===== config.mk =====
export PLATFORM = sky130hd
export DESIGN_NAME = sel_n_pipe
export DESIGN_NICKNAME = d
export VERILOG_FILES = /design/src/rtl/sel_n_pipe_pkg.sv /design/src/rtl/sel_n_pipe_prio_enc.sv /design/src/rtl/sel_n_pipe.sv
export SDC_FILE = /design/constraint.sdc
export NUM_CORES = 1
export LEC_CHECK = 0
export CELL_PAD_IN_SITES_DETAIL_PLACEMENT = 0
export CELL_PAD_IN_SITES_GLOBAL_PLACEMENT = 1
export CORE_ASPECT_RATIO = 1.1
export CORE_MARGIN = 2
export CORE_UTILIZATION = 28
export DETAILED_ROUTE_END_ITERATION = 8
export GPL_ROUTABILITY_DRIVEN = 0
export MAX_ROUTING_LAYER = met4
export PLACE_DENSITY = 0.79
export SETUP_SLACK_MARGIN = 0.2
export SYNTH_ARGS = -nofsm -noshare
export SYNTH_HDL_FRONTEND = slang
export SYNTH_SLANG_ARGS = --single-unit
export TNS_END_PERCENT = 30

===== constraint.sdc =====
create_clock -name clk -period 1.4 [get_ports clk]
set_input_delay 0.28 -clock clk [delete_from_list [all_inputs] [get_ports clk]]
set_output_delay 0.28 -clock clk [all_outputs]
set_load 0.02 [all_outputs]

===== src/rtl/sel_n_pipe_pkg.sv =====
// Shared constants for the registered priority selector: the default
// datapath word width and the storage-occupancy state encoding.
package sel_n_pipe_pkg;

    // Default datapath word width
    localparam int WORD = 32;

    // Storage occupancy: nothing held, main register only, main plus skid
    typedef logic [1:0] selp_state_t;

    localparam selp_state_t SELP_EMPTY = 2'd0;
    localparam selp_state_t SELP_ONE   = 2'd1;
    localparam selp_state_t SELP_TWO   = 2'd2;

endpackage


===== src/rtl/sel_n_pipe_prio_enc.sv =====
// Highest-index-wins priority encoder. Purely combinational so it can be
// shared with other users such as the hazard unit.
module prio_enc_n #(
    parameter int NUM_IN = 4,
    parameter int IDX_W  = $clog2(NUM_IN)
) (
    input  logic [NUM_IN-1:0] req,
    output logic [IDX_W-1:0]  idx,
    output logic              none
);

    // Scan upward so the last asserted bit seen, the highest one, wins
    always_comb begin
        idx  = '0;
        none = 1'b1;
        for (int k = 0; k < NUM_IN; k++) begin
            if (req[k]) begin
                idx  = IDX_W'(k);
                none = 1'b0;
            end
        end
    end

endmodule


===== src/rtl/sel_n_pipe.sv =====
// Registered N-way priority selector with a valid/ready handshake on both
// sides. A main register drives the outputs and a skid register absorbs the
// one extra set that can arrive while in_ready is still high from a flop.
module sel_n_pipe
    import sel_n_pipe_pkg::*;
#(
    parameter int WIDTH  = WORD,
    parameter int NUM_IN = 4,
    parameter int IDX_W  = $clog2(NUM_IN)
) (
    input  logic                    clk,
    input  logic                    rst,
    input  logic                    in_valid,
    output logic                    in_ready,
    input  logic [NUM_IN-1:0]       req,
    input  logic [NUM_IN*WIDTH-1:0] in_data,
    output logic                    out_valid,
    input  logic                    out_ready,
    output logic [WIDTH-1:0]        out_data,
    output logic [IDX_W-1:0]        out_idx,
    output logic                    out_none
);

    logic [IDX_W-1:0] sel_idx;
    logic             sel_none;
    logic [WIDTH-1:0] sel_data;

    selp_state_t      state;
    selp_state_t      state_nxt;
    logic             in_ready_q;

    logic [WIDTH-1:0] m_data;
    logic [IDX_W-1:0] m_idx;
    logic             m_none;
    logic [WIDTH-1:0] s_data;
    logic [IDX_W-1:0] s_idx;
    logic             s_none;

    logic             in_xfer;
    logic             out_xfer;

    prio_enc_n #(
        .NUM_IN (NUM_IN),
        .IDX_W  (IDX_W)
    ) u_prio_enc (
        .req  (req),
        .idx  (sel_idx),
        .none (sel_none)
    );

    // Pick the winning word; an empty request vector yields zero
    always_comb begin
        sel_data = '0;
        for (int k = 0; k < NUM_IN; k++) begin
            if (!sel_none && (sel_idx == IDX_W'(k))) begin
                sel_data = in_data[k*WIDTH +: WIDTH];
            end
        end
    end

    assign out_valid = (state != SELP_EMPTY);
    assign in_ready  = in_ready_q;
    assign in_xfer   = in_valid && in_ready_q;
    assign out_xfer  = out_valid && out_ready;

    // Occupancy transitions; TWO never sees an input transfer because in_ready is low
    always_comb begin
        state_nxt = state;
        case (state)
            SELP_EMPTY: begin
                if (in_xfer) begin
                    state_nxt = SELP_ONE;
                end
            end
            SELP_ONE: begin
                if (in_xfer && !out_xfer) begin
                    state_nxt = SELP_TWO;
                end else if (!in_xfer && out_xfer) begin
                    state_nxt = SELP_EMPTY;
                end
            end
            SELP_TWO: begin
                if (out_xfer) begin
                    state_nxt = SELP_ONE;
                end
            end
            default: begin
                state_nxt = SELP_EMPTY;
            end
        endcase
    end

    // State, registered in_ready and the M/S storage, all with synchronous reset
    always_ff @(posedge clk) begin
        if (rst) begin
            state      <= SELP_EMPTY;
            in_ready_q <= 1'b1;
            m_data     <= '0;
            m_idx      <= '0;
            m_none     <= 1'b1;
            s_data     <= '0;
            s_idx      <= '0;
            s_none     <= 1'b1;
        end else begin
            state      <= state_nxt;
            in_ready_q <= (state_nxt != SELP_TWO);
            case (state)
                SELP_EMPTY: begin
                    if (in_xfer) begin
                        m_data <= sel_data;
                        m_idx  <= sel_idx;
                        m_none <= sel_none;
                    end
                end
                SELP_ONE: begin
                    if (in_xfer && out_xfer) begin
                        m_data <= sel_data;
                        m_idx  <= sel_idx;
                        m_none <= sel_none;
                    end else if (in_xfer) begin
                        s_data <= sel_data;
                        s_idx  <= sel_idx;
                        s_none <= sel_none;
                    end
                end
                SELP_TWO: begin
                    if (out_xfer) begin
                        m_data <= s_data;
                        m_idx  <= s_idx;
                        m_none <= s_none;
                    end
                end
                default: begin
                end
            endcase
        end
    end

    assign out_data = m_data;
    assign out_idx  = m_idx;
    assign out_none = m_none;

endmodule


* Word level (Yosys, flattened, before mapping)
Cells that the tools add are included.
Cells by class: bitwise gates (word level) 1, multiplexer cells 28, equal/unequal tests 9, reduce and logical (&&, ||, !) cells 18
Operators by type and width (count):
- 2-to-1 mux 32 bit | 7
- one-hot mux 32 bit (3 select lines) | 1
- 2-to-1 mux 2 bit | 9
- one-hot mux 2 bit (3 select lines) | 2
- logical AND 1 bit | 9
- 2-to-1 mux 1 bit | 8
- inequality test 2 bit, second input constant | 4
- equality test 2 bit, second input constant | 3
- equality test 2 x 1 -> 1 bit, second input constant | 2
- logical NOT 2 bit | 2
- AND reduction 4 bit | 1
- logical NOT 1 bit | 3
- one-hot mux 1 bit (3 select lines) | 1
- AND reduction 3 bit | 1
- nonzero test 3 bit | 1
- nonzero test 2 bit | 1
- NOT 1 bit | 1
Word-level totals: bits of input ports 136, output and inout port bits 37, logic and storage cells 64, register bits after elaboration 73

* Longest topological paths before layout
Gate-level depths: netlist of the first run.
depth in word-level cells 12, depth in mapped cells 7, depth with buffers taken out 4

* Modules after synthesis
A second synthesis of the first run with hierarchy kept.
Second synthesis, totals: cells, all modules 468, area total of the unflattened synthesis 4142.7 um^2
Modules (own cells, without submodules):
- sel_n_pipe | seq. area each 1461.4 um^2, area an instance 4112.7 um^2, cells each 464, instances 1
- prio_enc_n | seq. area each 0.0 um^2, area an instance 30.0 um^2, cells each 4, instances 1

* Worst setup path before layout of the first run
OpenSTA, ideal clock, no wires.
path kind reg-to-reg, start point register in_ready_q, in the netlist in_ready, end point register s_data[0], data arrival time 1374 ps, path slack -90 ps, period minus slack after synthesis 1490 ps, setup time 117 ps, path buffers 1, required time 1283 ps, stages on the path, launching flop included 6, cell sequence dfxtp_1 > nand2_1 > nor3_4 > nor2_1 > buf_2 > a22o_1
Between the ends: cells in the longest elaborated chain, start to end 4
RTL lines:
- start, declared | line sel_n_pipe.sv:30 | logic in_ready_q;
- start signal, assigned | line sel_n_pipe.sv:106 | in_ready_q <= (state_nxt != SELP_TWO);
- logical AND 1 bit * | line sel_n_pipe.sv:63 | assign in_xfer = in_valid && in_ready_q;
- logical AND 1 bit | line sel_n_pipe.sv:116 | if (in_xfer && out_xfer) begin
- NOT 1 bit (no source line)
- AND reduction 3 bit (no source line) *
- end signal, assigned | line sel_n_pipe.sv:121 | s_data <= sel_data;
- end, declared | line sel_n_pipe.sv:35 | logic [WIDTH-1:0] s_data;
Mark *: on every way between the ends. The rest lies on a longest branch, timed or not. A chain may end at the register's enable or synchronous reset.

* Worst setup path after layout of the first run
start point register state[0], end point register m_data[17], in the netlist out_data[17]
Between the ends: cells in the longest elaborated chain, start to end 5, elaborated cells between the ends (all ways) 12, those cells by class eq/ne: 5; mux: 1; reduce/logical: 6
RTL lines:
- start, declared | line sel_n_pipe.sv:28 | selp_state_t state;
- start signal, assigned | line sel_n_pipe.sv:105 | state <= state_nxt;
- nonzero test 2 bit | line sel_n_pipe.sv:61 | assign out_valid = (state != SELP_EMPTY);
- logical AND 1 bit | line sel_n_pipe.sv:64 | assign out_xfer = out_valid && out_ready;
- logical AND 1 bit | line sel_n_pipe.sv:116
- inequality test 2 bit (no source line)
- AND reduction 4 bit (no source line)
- end signal, assigned | line sel_n_pipe.sv:110 | m_data <= sel_data;
- end signal, assigned | line sel_n_pipe.sv:117 | m_data <= sel_data;
- end signal, assigned | line sel_n_pipe.sv:128 | m_data <= s_data;
- end, declared | line sel_n_pipe.sv:32 | logic [WIDTH-1:0] m_data;
Several ways; a longest one is shown, not always the timed one.

==> summary.md, run 1 <==
| Metric | Value |
|---|---|
| Die Footprint | `16100 um2` |
| Biggest area contributors in the synthesized netlist | `dfxtp_1, a211oi_1, a221oi_2` |
| Global-route congestion overflow total | `0` |
| Hold Buf Count CTS | `0` |
| Initial antenna violation count | `0` |
| Total number of vias | `4502` |
| Post-placement setup slack | `-0.558 ns` |
| Unrepaired setup endpoints after global routing | `yes` |
| Total of fill cells in the finished design | `1453` |
| Worst min-delay path startpoint | `rst` |
| Maximum fanout along the worst path | `18` |
| Die width | `121 um` |
| Wirelength, routed | `15300 um` |
| Areal power density over the cells | `915 nW/um2` |
| Power Internal | `4.58 mW` |
| Average vias per placed instance | `5.13` |
| Post-Place Cells | `854` |
| Fin crit period | `1.40 ns` |
| Logic depth of the worst register-to-register path | `5` |
| Sequential share of the synthesized area | `0.346` |
| Number of placement rows | `47` |
| Detailed-placement wirelength estimate | `10500 um` |
| Library cell occupying the most area in the post-synthesis netlist | `dfxtp_1` |
| Area of the multi-input gates | `2630 um2` |
| CTS Buf Count | `9` |
| Post-route non-filler standard cell count | `878` |
| Netlist cell types | `30` |
| Drt pass-1 iters | `6` |
| Beginning of the worst register-to-register path | `state[0]` |
| Critical Path Source Type | `register` |
| Total area of sequential cells | `1470 um2` |
| Worst-case clock skew | `0.00536 ns` |
| Final Hold Vio Count | `0` |
| Core area | `14900 um2` |
| Path type of the worst setup path | `register to register` |
| EDFF count, synth | `0` |
| Min-Delay Path Depth | `2` |
| Clock sink count | `73` |
| Main synth FF type | `dfxtp_1` |
| Initial cell density of the core | `0.283` |
| Number of global-route vias before repair | `4586` |
| Number of synthesis warnings | `0` |
| Total power | `6.39 mW` |
| #FFs+latches synth | `73` |
| Area share of the largest cell type after synthesis | `0.346` |
| Total Nets Final | `814` |
| Endpoint of the worst-slack reg-to-reg timing path | `out_data[17]` |
| Sequential share of power | `0.361` |
| Standby leakage power | `2.70 nW` |
| Skew-Pair Late Insertion Delay | `0.33 ns` |
| Async SR Flop Fraction | `0` |
| PnR worst setup slack | `0.00272 ns` |
| # diodes | `0` |
| Maximum clock rate | `716 MHz` |
| Clk Tree Root Cell | `clkbuf_16` |
| Cell area reported after detailed placement | `6620 um2` |
| Height of the chip | `133 um` |
| Share of total power consumed by net switching | `0.284` |
| Worst-case register-to-register setup slack | `0.003 ns` |
| Syn Std Cell Area | `4230 um2` |
| Average cell area after synthesis | `8.63 um2` |
| Combinational cell fraction of total power | `0.294` |
| Min-delay worst type | `input pin to register` |
| Transition time of the tightest slew-check pin | `0.418 ns` |
| Result of the run | `finished clean` |
| Final slew viol count | `0` |
| Start point of the critical path | `state[0]` |
| Worst hold endpoint | `out_idx[1]` |
| TritonCTS clock tree | `done` |
| Kind of capture point of the worst setup path | `register` |
| Final critical-path share of the clock period | `0.998` |
| Pin count of the biggest net entering global routing | `59` |
| Synthesized Nets | `626` |
| Fraction of layout instances using a drive strength above 1 | `0.260` |
| Synth-to-Final Area Change | `65.3%` |
| Maximum ir drop on the vdd rail | `0.519 mV` |
| Max-cap viol count | `0` |
| First-pass GRT wire length | `23900 um` |
| Max Buffers Root-to-Sink | `2` |
| Relative max-transition margin | `0.721` |
| Avg WL per Cell | `17.4 um` |
| Number of top-level pins | `173` |
| Post-route cell area | `6990 um2` |
| Relative contribution of the clock network to total power | `0.345` |
| Net Switching | `1.81 mW` |
| Final setup violation count | `0` |
| Count of unresolved DRC violations after routing | `0` |
| Violation count after the first detailed-route iteration | `255` |
| Fin Setup TNS | `0 ns` |
| Signal arrival time at the worst endpoint | `1.63 ns` |
| CP required | `1.63 ns` |
| Number of nets with antenna violations after detailed routing | `0` |
| Number of buffers added on ports | `172` |
| CTS clock-pin slew for the worst setup and hold paths | `0.05 ns` |
| Total number of H-tree levels | `3` |
| GRT Overall Usage | `0.193` |
| Post-Synthesis Cells | `490` |
==> synth_stat cells, types with 4 or more instances <==
cell,n
a211o_1,5
a211oi_1,66
a21oi_1,4
a221oi_1,12
a221oi_2,20
a22o_1,32
buf_2,21
clkbuf_1,28
dfxtp_1,73
inv_1,36
nand2_1,37
nand3b_1,32
nor2_1,10
nor2b_1,32
nor3b_1,32
o21ai_0,32
==> worst max-delay path, cell delays in order, from the launching register on <==
cell	delay (ns)
dfxtp_4	0.36
buf_4	0.13
nand3b_4	0.15
a21boi_4	0.18
buf_12	0.18
a221oi_1	0.30
==> state kept, by name (all words and copies together), names as in the netlist <==
signal and count:
s_idx 2, out_idx 2, out_none 1, out_data 32, in_ready 1, s_none 1, s_data 32, state 2
==> per-layer routing <==
| metal | global-route usage | routed length (um) |
|---|---|---|
| met3 | 0.0336 | 858 |
| met1 | 0.223 | 6570 |
| met2 | 0.337 | 7640 |
| met5 | - | 0 |
| met4 | 0.0587 | 226 |
==> per-stage QoR <==
| step | util | hold slack [ns] |
|---|---|---|
| 6_report | 0.468 | 0.307 |
| 5_1_grt | 0.468 | 0.323 |
| 4_1_cts | 0.470 | 0.311 |
| 3_5_place_dp | 0.443 | 0.451 |
| 3_3_place_gp | 0.443 | 0.444 |
| 2_1_floorplan | - | 0.398 |
==> cell type report <==
type	instances	share of cell area
timing repair buffer	230	0.318
sequential	73	0.210
tap	196	0.0351
inverter	36	0.0193
multi-input combinational	328	0.377
clock inverter	3	0.00609
clock buffer	12	0.0338
==> power groups by stage <==
| stage | sequential (mW) | combinational (mW) | clock [mW] |
|---|---|---|---|
| after floorplan | 2.47 | 0.796 | 0 |
| after global placement | 2.35 | 1.84 | 0 |
| after detailed placement | 2.35 | 1.87 | 0 |
| after CTS | 2.30 | 1.88 | 2.23 |
| after global routing | 2.32 | 2.03 | 2.31 |
| final | 2.31 | 1.88 | 2.20 |
==> placed cells by master (no fill, tap or decap), types with 2 or more instances in the layout <==
master             n
clkdlybuf4s50_1  128
dfxtp_1           70
a211oi_1          41
nand2_1           36
inv_1             36
buf_4             36
nand3b_1          32
nor2b_1           32
nor3b_1           32
a22o_1            32
o21ai_0           31
clkbuf_2          29
a221oi_2          26
a211oi_2          24
buf_12            15
clkbuf_16         10
nor2_1             9
buf_2              8
buf_6              6
a221oi_1           5
a211o_1            5
a21oi_1            4
clkbuf_1           3
dlygate4sd2_1      3
nor2_4             2
dfxtp_4            2
==> what timing repair did <==
item | in CTS | in global routing
cloned | 2 | 1
setup endpoints to repair | 110 | 105
buffers inserted | 6 | 0
resized for setup | 74 | 69
pin swaps | 7 | 33
==> logic make-up (layout without fill, tap and decap cells) <==
logic type | Yosys count | in the layout | synth area share
AO/OA/AOI/OAI | 174 | 174 | 0.338
flip-flops | 73 | 73 | 0.346
AND/OR/NAND/NOR | 152 | 153 | 0.222
buffers and inverters | 90 | 281 | 0.0923
multiplexers | 1 | 1 | 0.00266
==> worst max-delay path by stage <==
stage / end / slack (ns) / depth (start not counted)
floorplan: out_data[22] / 0.09 / 6
global placement: s_data[7] / -0.51 / 5
detailed placement: s_data[8] / -0.56 / 5
CTS: out_data[27] / 0.01 / 6
global route: out_data[17] / -0.04 / 5
finish: out_data[17] / 0.003 / 5
Power figures use the tool's default switching activity.
==> run 2: changes to the inputs <==
SYNTH_HIERARCHICAL = 1   (was unset)
==> run 2 against run 1 <==
- the run now ends with negative setup slack left
- cell area rose by 18%
- global-route usage grew 1.7 points
- sequential cell count is the same
- hold slack better by 0.047 ns
- critical path type is now input pin to register
==> summary.md, run 2 <==
| Metric | Value |
|---|---|
| Result of the run | `complete, but fails checks` |
| Failing checks | `negative setup slack` |
| Number of nets with antenna violations after detailed routing | `0` |
| Start point of the critical path | `req[3]` |
| Post-placement setup slack | `-0.793 ns` |
| Total Nets Final | `830` |
| # diodes | `0` |
| Count of cell instances traversed by the critical path | `11` |
| CTS clock-pin slew for the worst setup and hold paths | `0.06 ns` |
| Final slew viol count | `0` |
| Total number of H-tree levels | `3` |
| List of cells traversed by the critical path | `buf_6, or2_4, nor3_4, buf_12, buf_6, buf_6, nor3b_4, buf_6, buf_12, a22oi_2, a211oi_2` |
| Worst-case clock skew | `0.00797 ns` |
| #FFs+latches synth | `73` |
| Max-cap viol count | `0` |
| Max Buffers Root-to-Sink | `2` |
| Initial antenna violation count | `0` |
| Die width | `120 um` |
| Endpoint of the worst-slack reg-to-reg timing path | `out_data[11]` |
| Pin count of the biggest net entering global routing | `40` |
| Final Hold Vio Count | `0` |
| Path type of the worst setup path | `input pin to register` |
| Final core utilization | `0.571` |
| Areal power density over the cells | `879 nW/um2` |
| Post-synth top cells | `dfxtp_1, nor2_1, a21oi_1, mux2_2, mux2i_1` |
| GRT Overall Usage | `0.210` |
| Wirelength, routed | `18100 um` |
| Maximum clock rate | `627 MHz` |
| Drt pass-1 iters | `5` |
| Worst-case register-to-register setup slack | `-0.16 ns` |
| Syn Std Cell Area | `4140 um2` |
| Signal arrival time at the worst endpoint | `1.81 ns` |
| Violation count after the first detailed-route iteration | `318` |
| Fraction of layout instances using a drive strength above 1 | `0.423` |
| Number of buffers added on ports | `172` |
| Transition time of the tightest slew-check pin | `0.427 ns` |
| Library cell occupying the most area in the post-synthesis netlist | `dfxtp_1` |
| CP required | `1.62 ns` |
| Min-delay worst type | `input pin to register` |
| Avg WL per Cell | `20.3 um` |
| TritonCTS clock tree | `done` |
| Post-Synthesis Cells | `468` |
| First-pass GRT wire length | `25800 um` |
| Global-route congestion overflow total | `0` |
| Skew-Pair Late Insertion Delay | `0.34 ns` |
| Commonest cells after routing, fill and taps aside | `clkdlybuf4s50_1, dfxtp_1, nor2_1` |
| Dominant delay contributor by cell family on the critical path | `buffers and inverters` |
| Relative max-transition margin | `0.707` |
| Unrepaired setup endpoints after global routing | `yes` |
| EDFF count, synth | `0` |
| Core area | `14400 um2` |
| Beginning of the worst register-to-register path | `state[1]` |
| Number of top-level pins | `173` |
| Count of unresolved DRC violations after routing | `0` |
| Height of the chip | `132 um` |
| Synth-to-Final Area Change | `99.0%` |
| Number of placement rows | `46` |
| Logic depth of the worst register-to-register path | `7` |
| Initial cell density of the core | `0.287` |
| Clk Tree Root Cell | `clkbuf_16` |
| Max stage delay cell, worst path | `or2_4` |
| Final critical-path share of the clock period | `1.14` |
| Maximum ir drop on the vdd rail | `0.541 mV` |
| CTS Buf Count | `9` |
| Standby leakage power | `3.21 nW` |
| Async SR Flop Fraction | `0` |
| Clock sink count | `73` |
| Biggest area contributors in the synthesized netlist | `dfxtp_1, mux2_2, mux2i_1` |
| Die Footprint | `15800 um2` |
| Most frequent cell after synthesis | `dfxtp_1` |
| Delay of the slowest critical-path stage | `0.26 ns` |
| Critical Path Source Type | `input pin` |
| Worst path most repeated cell | `buf_6` |
| Main synth FF type | `dfxtp_1` |
| Number of global-route vias before repair | `4961` |
| Total of fill cells in the finished design | `1144` |
| Average vias per placed instance | `5.30` |
| Sequential share of the synthesized area | `0.353` |
| Average cell area after synthesis | `8.85 um2` |
| Area share of the largest cell type after synthesis | `0.353` |
| Synthesized Nets | `604` |
| Kind of capture point of the worst setup path | `register` |
| PnR worst setup slack | `-0.195 ns` |
| Netlist cell types | `36` |
| Most common library cell in the layout ignoring fill and taps | `clkdlybuf4s50_1` |
| Total number of vias | `4717` |
| Count of buffering cells on the critical path with inverters included | `6` |
| Final setup violation count | `68` |
| Detailed-placement wirelength estimate | `10400 um` |
| Fin crit period | `1.60 ns` |
| Crit path capture | `out_data[23]` |
| Number of synthesis warnings | `6` |
| Maximum fanout along the worst path | `7` |
[run 2: cell count changes in the layout (fill, tap and decap cells not counted), moves of 26 or more]
cell	previous run	this run
clkbuf_2	29	1
nor2b_1	32	0
a22o_1	32	0
dlygate4sd2_1	3	29
inv_1	36	1
a211oi_1	41	10
nand2_1	36	7
mux2_2	1	40
a221oi_2	26	0
nor3b_1	32	0
mux2i_1	0	35
nor2_1	9	48
nand3b_1	32	3
[run 2: worst min path at each step]
stage,depth (start not counted),start,end
after global placement,1,s_data[16],s_data[16]
after CTS,2,rst,out_data[23]
after floorplan,1,out_ready,in_ready
final,2,rst,out_data[23]
after detailed placement,1,s_data[20],s_data[20]
after global routing,2,rst,out_data[23]
[run 2: power breakdown]
part | internal, mW | switching (mW)
Clock | 1.60 | 0.919
Sequential | 2.22 | 0.0973
Combinational | 1.25 | 1.17
[run 2: final cells by class]
type                    instances  area, um2  share of cell area
inverters                       2       7.51            0.000910
well taps                     192        240              0.0291
repair buffers                259       2860               0.347
clock inverters                 5       80.1             0.00971
multi-input cells             349       3350               0.407
flip-flops and latches         73       1470               0.178
clock buffers                  10        239              0.0290
[run 2: worst reg2reg max path: stages (launching register included)]
cell and delay [ns]:
dfxtp_4 0.36, nand3b_1 0.24, buf_6 0.17, o21ai_4 0.15, buf_12 0.16, buf_12 0.14, nor2_1 0.06, a211oi_2 0.21
[run 2: kinds of logic after synthesis]
family                 after synthesis  share of synthesized area
AND/OR/NAND/NOR                    111                      0.132
buffers and inverters               47                     0.0526
AO/OA/AOI/OAI                      161                      0.267
flip-flops                          73                      0.353
multiplexers                        76                      0.196
[run 2: what timing repair did]
action / in CTS / in global routing
cloned: 9 / 3
setup endpoints to repair: 110 / 103
setup buffers: 26 / 6
hold endpoints to repair: 0 / 0
gates resized for setup: 235 / 59
hold buffers: 0 / 0
pin swaps: 62 / 34
[run 2: through the flow]
step | cell area, um2 | hold WS [ns] | power, mW | TNS, ns | cells
2_1_floorplan | 4250 | 0.398 | 3.29 | -0.712 | 468
3_3_place_gp | 6390 | 0.439 | 4.17 | -43.64 | 831
3_5_place_dp | 6390 | 0.443 | 4.21 | -46.76 | 831
4_1_cts | 7760 | 0.323 | 6.99 | -5.54 | 881
5_1_grt | 8250 | 0.362 | 7.49 | -9.02 | 890
6_report | 8250 | 0.354 | 7.25 | -5.78 | 890
[run 2: routing by layer]
metal  vias up  wire [um]  global-route usage
met3        38       1240              0.0473
met2       183       9360               0.359
met5         -          0                   -
met1      2283       7020               0.240
met4         0        461              0.0725
li1       2213          -                   -
==> run 3: changes to the inputs <==
CAP_MARGIN = 20   (was unset)
SKIP_CTS_REPAIR_TIMING = 1   (was unset)
==> run 3 against run 2 <==
- the flow still finishes with violations (negative setup slack)
- combinational power decreased by 5%
- sequential cell count is the same
- hold slack worse by 0.015 ns
- register-to-register slack gained 0.02 ns
- wire length shrank 5.7%
- sequential power about the same
- largest power group unchanged
- critical endpoint is now out_data[31]
- sequential share of layout area grew 0.91 points
==> summary.md, run 3 (same netlist as run 2, synthesis figures left out) <==
| Metric | Value |
|---|---|
| Fin crit period | `1.55 ns` |
| Share of total power consumed by net switching | `0.292` |
| Post-placement setup slack | `-0.793 ns` |
| Number of buffers added on ports | `172` |
| Die width | `120 um` |
| Relative max-transition margin | `0.690` |
| Synth-to-Final Area Change | `89.4%` |
| Final core utilization | `0.543` |
| Pin count of the biggest net entering global routing | `40` |
| Cell area reported after detailed placement | `6390 um2` |
| Final critical-path share of the clock period | `1.10` |
| TritonCTS clock tree | `done` |
| Unrepaired setup endpoints after global routing | `yes` |
| Transition time of the tightest slew-check pin | `0.465 ns` |
| Worst min-delay path startpoint | `rst` |
| Standby leakage power | `3.42 nW` |
| Signal arrival time at the worst endpoint | `1.76 ns` |
| Total area of sequential cells | `1470 um2` |
| Max-cap viol count | `0` |
| Final setup violation count | `70` |
| Combinational cell fraction of total power | `0.323` |
| Drt pass-1 iters | `5` |
| Number of global-route vias before repair | `4410` |
| CTS Buf Count | `9` |
| Start point of the critical path | `req[2]` |
| Critical Path Source Type | `input pin` |
| Commonest cells after routing, fill and taps aside | `clkdlybuf4s50_1, dfxtp_1, nor2_1` |
| Total number of vias | `4640` |
| Sequential share of power | `0.324` |
| Global-route congestion overflow total | `0` |
| Final slew viol count | `0` |
| Fraction of layout instances using a drive strength above 1 | `0.346` |
| Total Nets Final | `816` |
| PnR worst setup slack | `-0.147 ns` |
| Result of the run | `complete, but fails checks` |
| Initial cell density of the core | `0.287` |
| Die Footprint | `15800 um2` |
| Area of the multi-input gates | `3030 um2` |
| Worst-case clock skew | `0.00672 ns` |
| CTS clock-pin slew for the worst setup and hold paths | `0.06 ns` |
| Most common library cell in the layout ignoring fill and taps | `clkdlybuf4s50_1` |
| Beginning of the worst register-to-register path | `state[1]` |
| Areal power density over the cells | `908 nW/um2` |
| Detailed-placement wirelength estimate | `10400 um` |
| Clk Tree Root Cell | `clkbuf_16` |
| Initial antenna violation count | `1` |
| Violation count after the first detailed-route iteration | `316` |
| Final Hold Vio Count | `0` |
| Failing checks | `negative setup slack` |
| Fin Setup TNS | `-5.99 ns` |
| Maximum clock rate | `646 MHz` |
| Path type of the worst setup path | `input pin to register` |
| Total of fill cells in the finished design | `1198` |
| Net Switching | `2.08 mW` |
| Average vias per placed instance | `5.29` |
| Post-route cell area | `7850 um2` |
| Number of placement rows | `46` |
| Max Buffers Root-to-Sink | `2` |
| Kind of capture point of the worst setup path | `register` |
| Core area | `14400 um2` |
| Post-route non-filler standard cell count | `877` |
| Wirelength, routed | `17000 um` |
| Number of top-level pins | `173` |
| Min-delay worst type | `input pin to register` |
| Post-Place Cells | `831` |
| CP required | `1.61 ns` |
| Maximum ir drop on the vdd rail | `0.583 mV` |
| Count of unresolved DRC violations after routing | `0` |
| Number of nets with antenna violations after detailed routing | `0` |
| First-pass GRT wire length | `22300 um` |
| Clock sink count | `73` |
| Skew-Pair Late Insertion Delay | `0.34 ns` |
| Power Internal | `5.04 mW` |
| Total number of H-tree levels | `3` |
| GRT Overall Usage | `0.180` |
| Relative contribution of the clock network to total power | `0.352` |
| Avg WL per Cell | `19.4 um` |
| Height of the chip | `132 um` |
| Maximum fanout along the worst path | `7` |
-- run 3: area by class of cell --
class,instances,share of cell area
inverter,2,0.000957
tap,192,0.0306
sequential,73,0.187
clock inverter,5,0.0102
clock buffer,10,0.0305
antenna,1,0.000319
timing repair buffer,245,0.354
multi-input combinational,349,0.387
-- run 3: final timing paths --
check,endpoint,cells past startpoint,slack (ns)
setup / recovery,out_data[31],9,-0.15
hold / removal,out_data[23],2,0.34
setup reg to reg,out_data[25],6,-0.14
hold reg to reg,s_data[16],1,0.46
-- run 3: critical path, cell delays in order --
cell and delay, ns:
dlymetal6s2s_1 0.14, or2_4 0.27, nor3_4 0.23, buf_12 0.15, nor3b_4 0.05, buf_6 0.15, buf_12 0.14, a22oi_1 0.23
a211oi_2 0.11
-- run 3: power groups by stage --
stage,Combinational (mW),Sequential [mW],Clock [mW]
2_1_floorplan,0.825,2.46,0
3_3_place_gp,1.83,2.34,0
3_5_place_dp,1.87,2.34,0
4_1_cts,1.88,2.30,2.50
5_1_grt,2.43,2.32,2.62
6_report,2.30,2.31,2.51
-- run 3: through the flow --
stage,power [mW],hold WS (ns)
2_1_floorplan,3.29,0.398
3_3_place_gp,4.17,0.439
3_5_place_dp,4.21,0.443
4_1_cts,6.68,0.250
5_1_grt,7.38,0.346
6_report,7.12,0.340
-- run 3: per-layer routing --
metal | track usage | wire (um) | up-vias
met4 | 0.0425 | 384 | 0
li1 | - | - | 2187
met2 | 0.315 | 8620 | 195
met3 | 0.0482 | 1140 | 29
met1 | 0.203 | 6900 | 2229
met5 | - | 0 | -
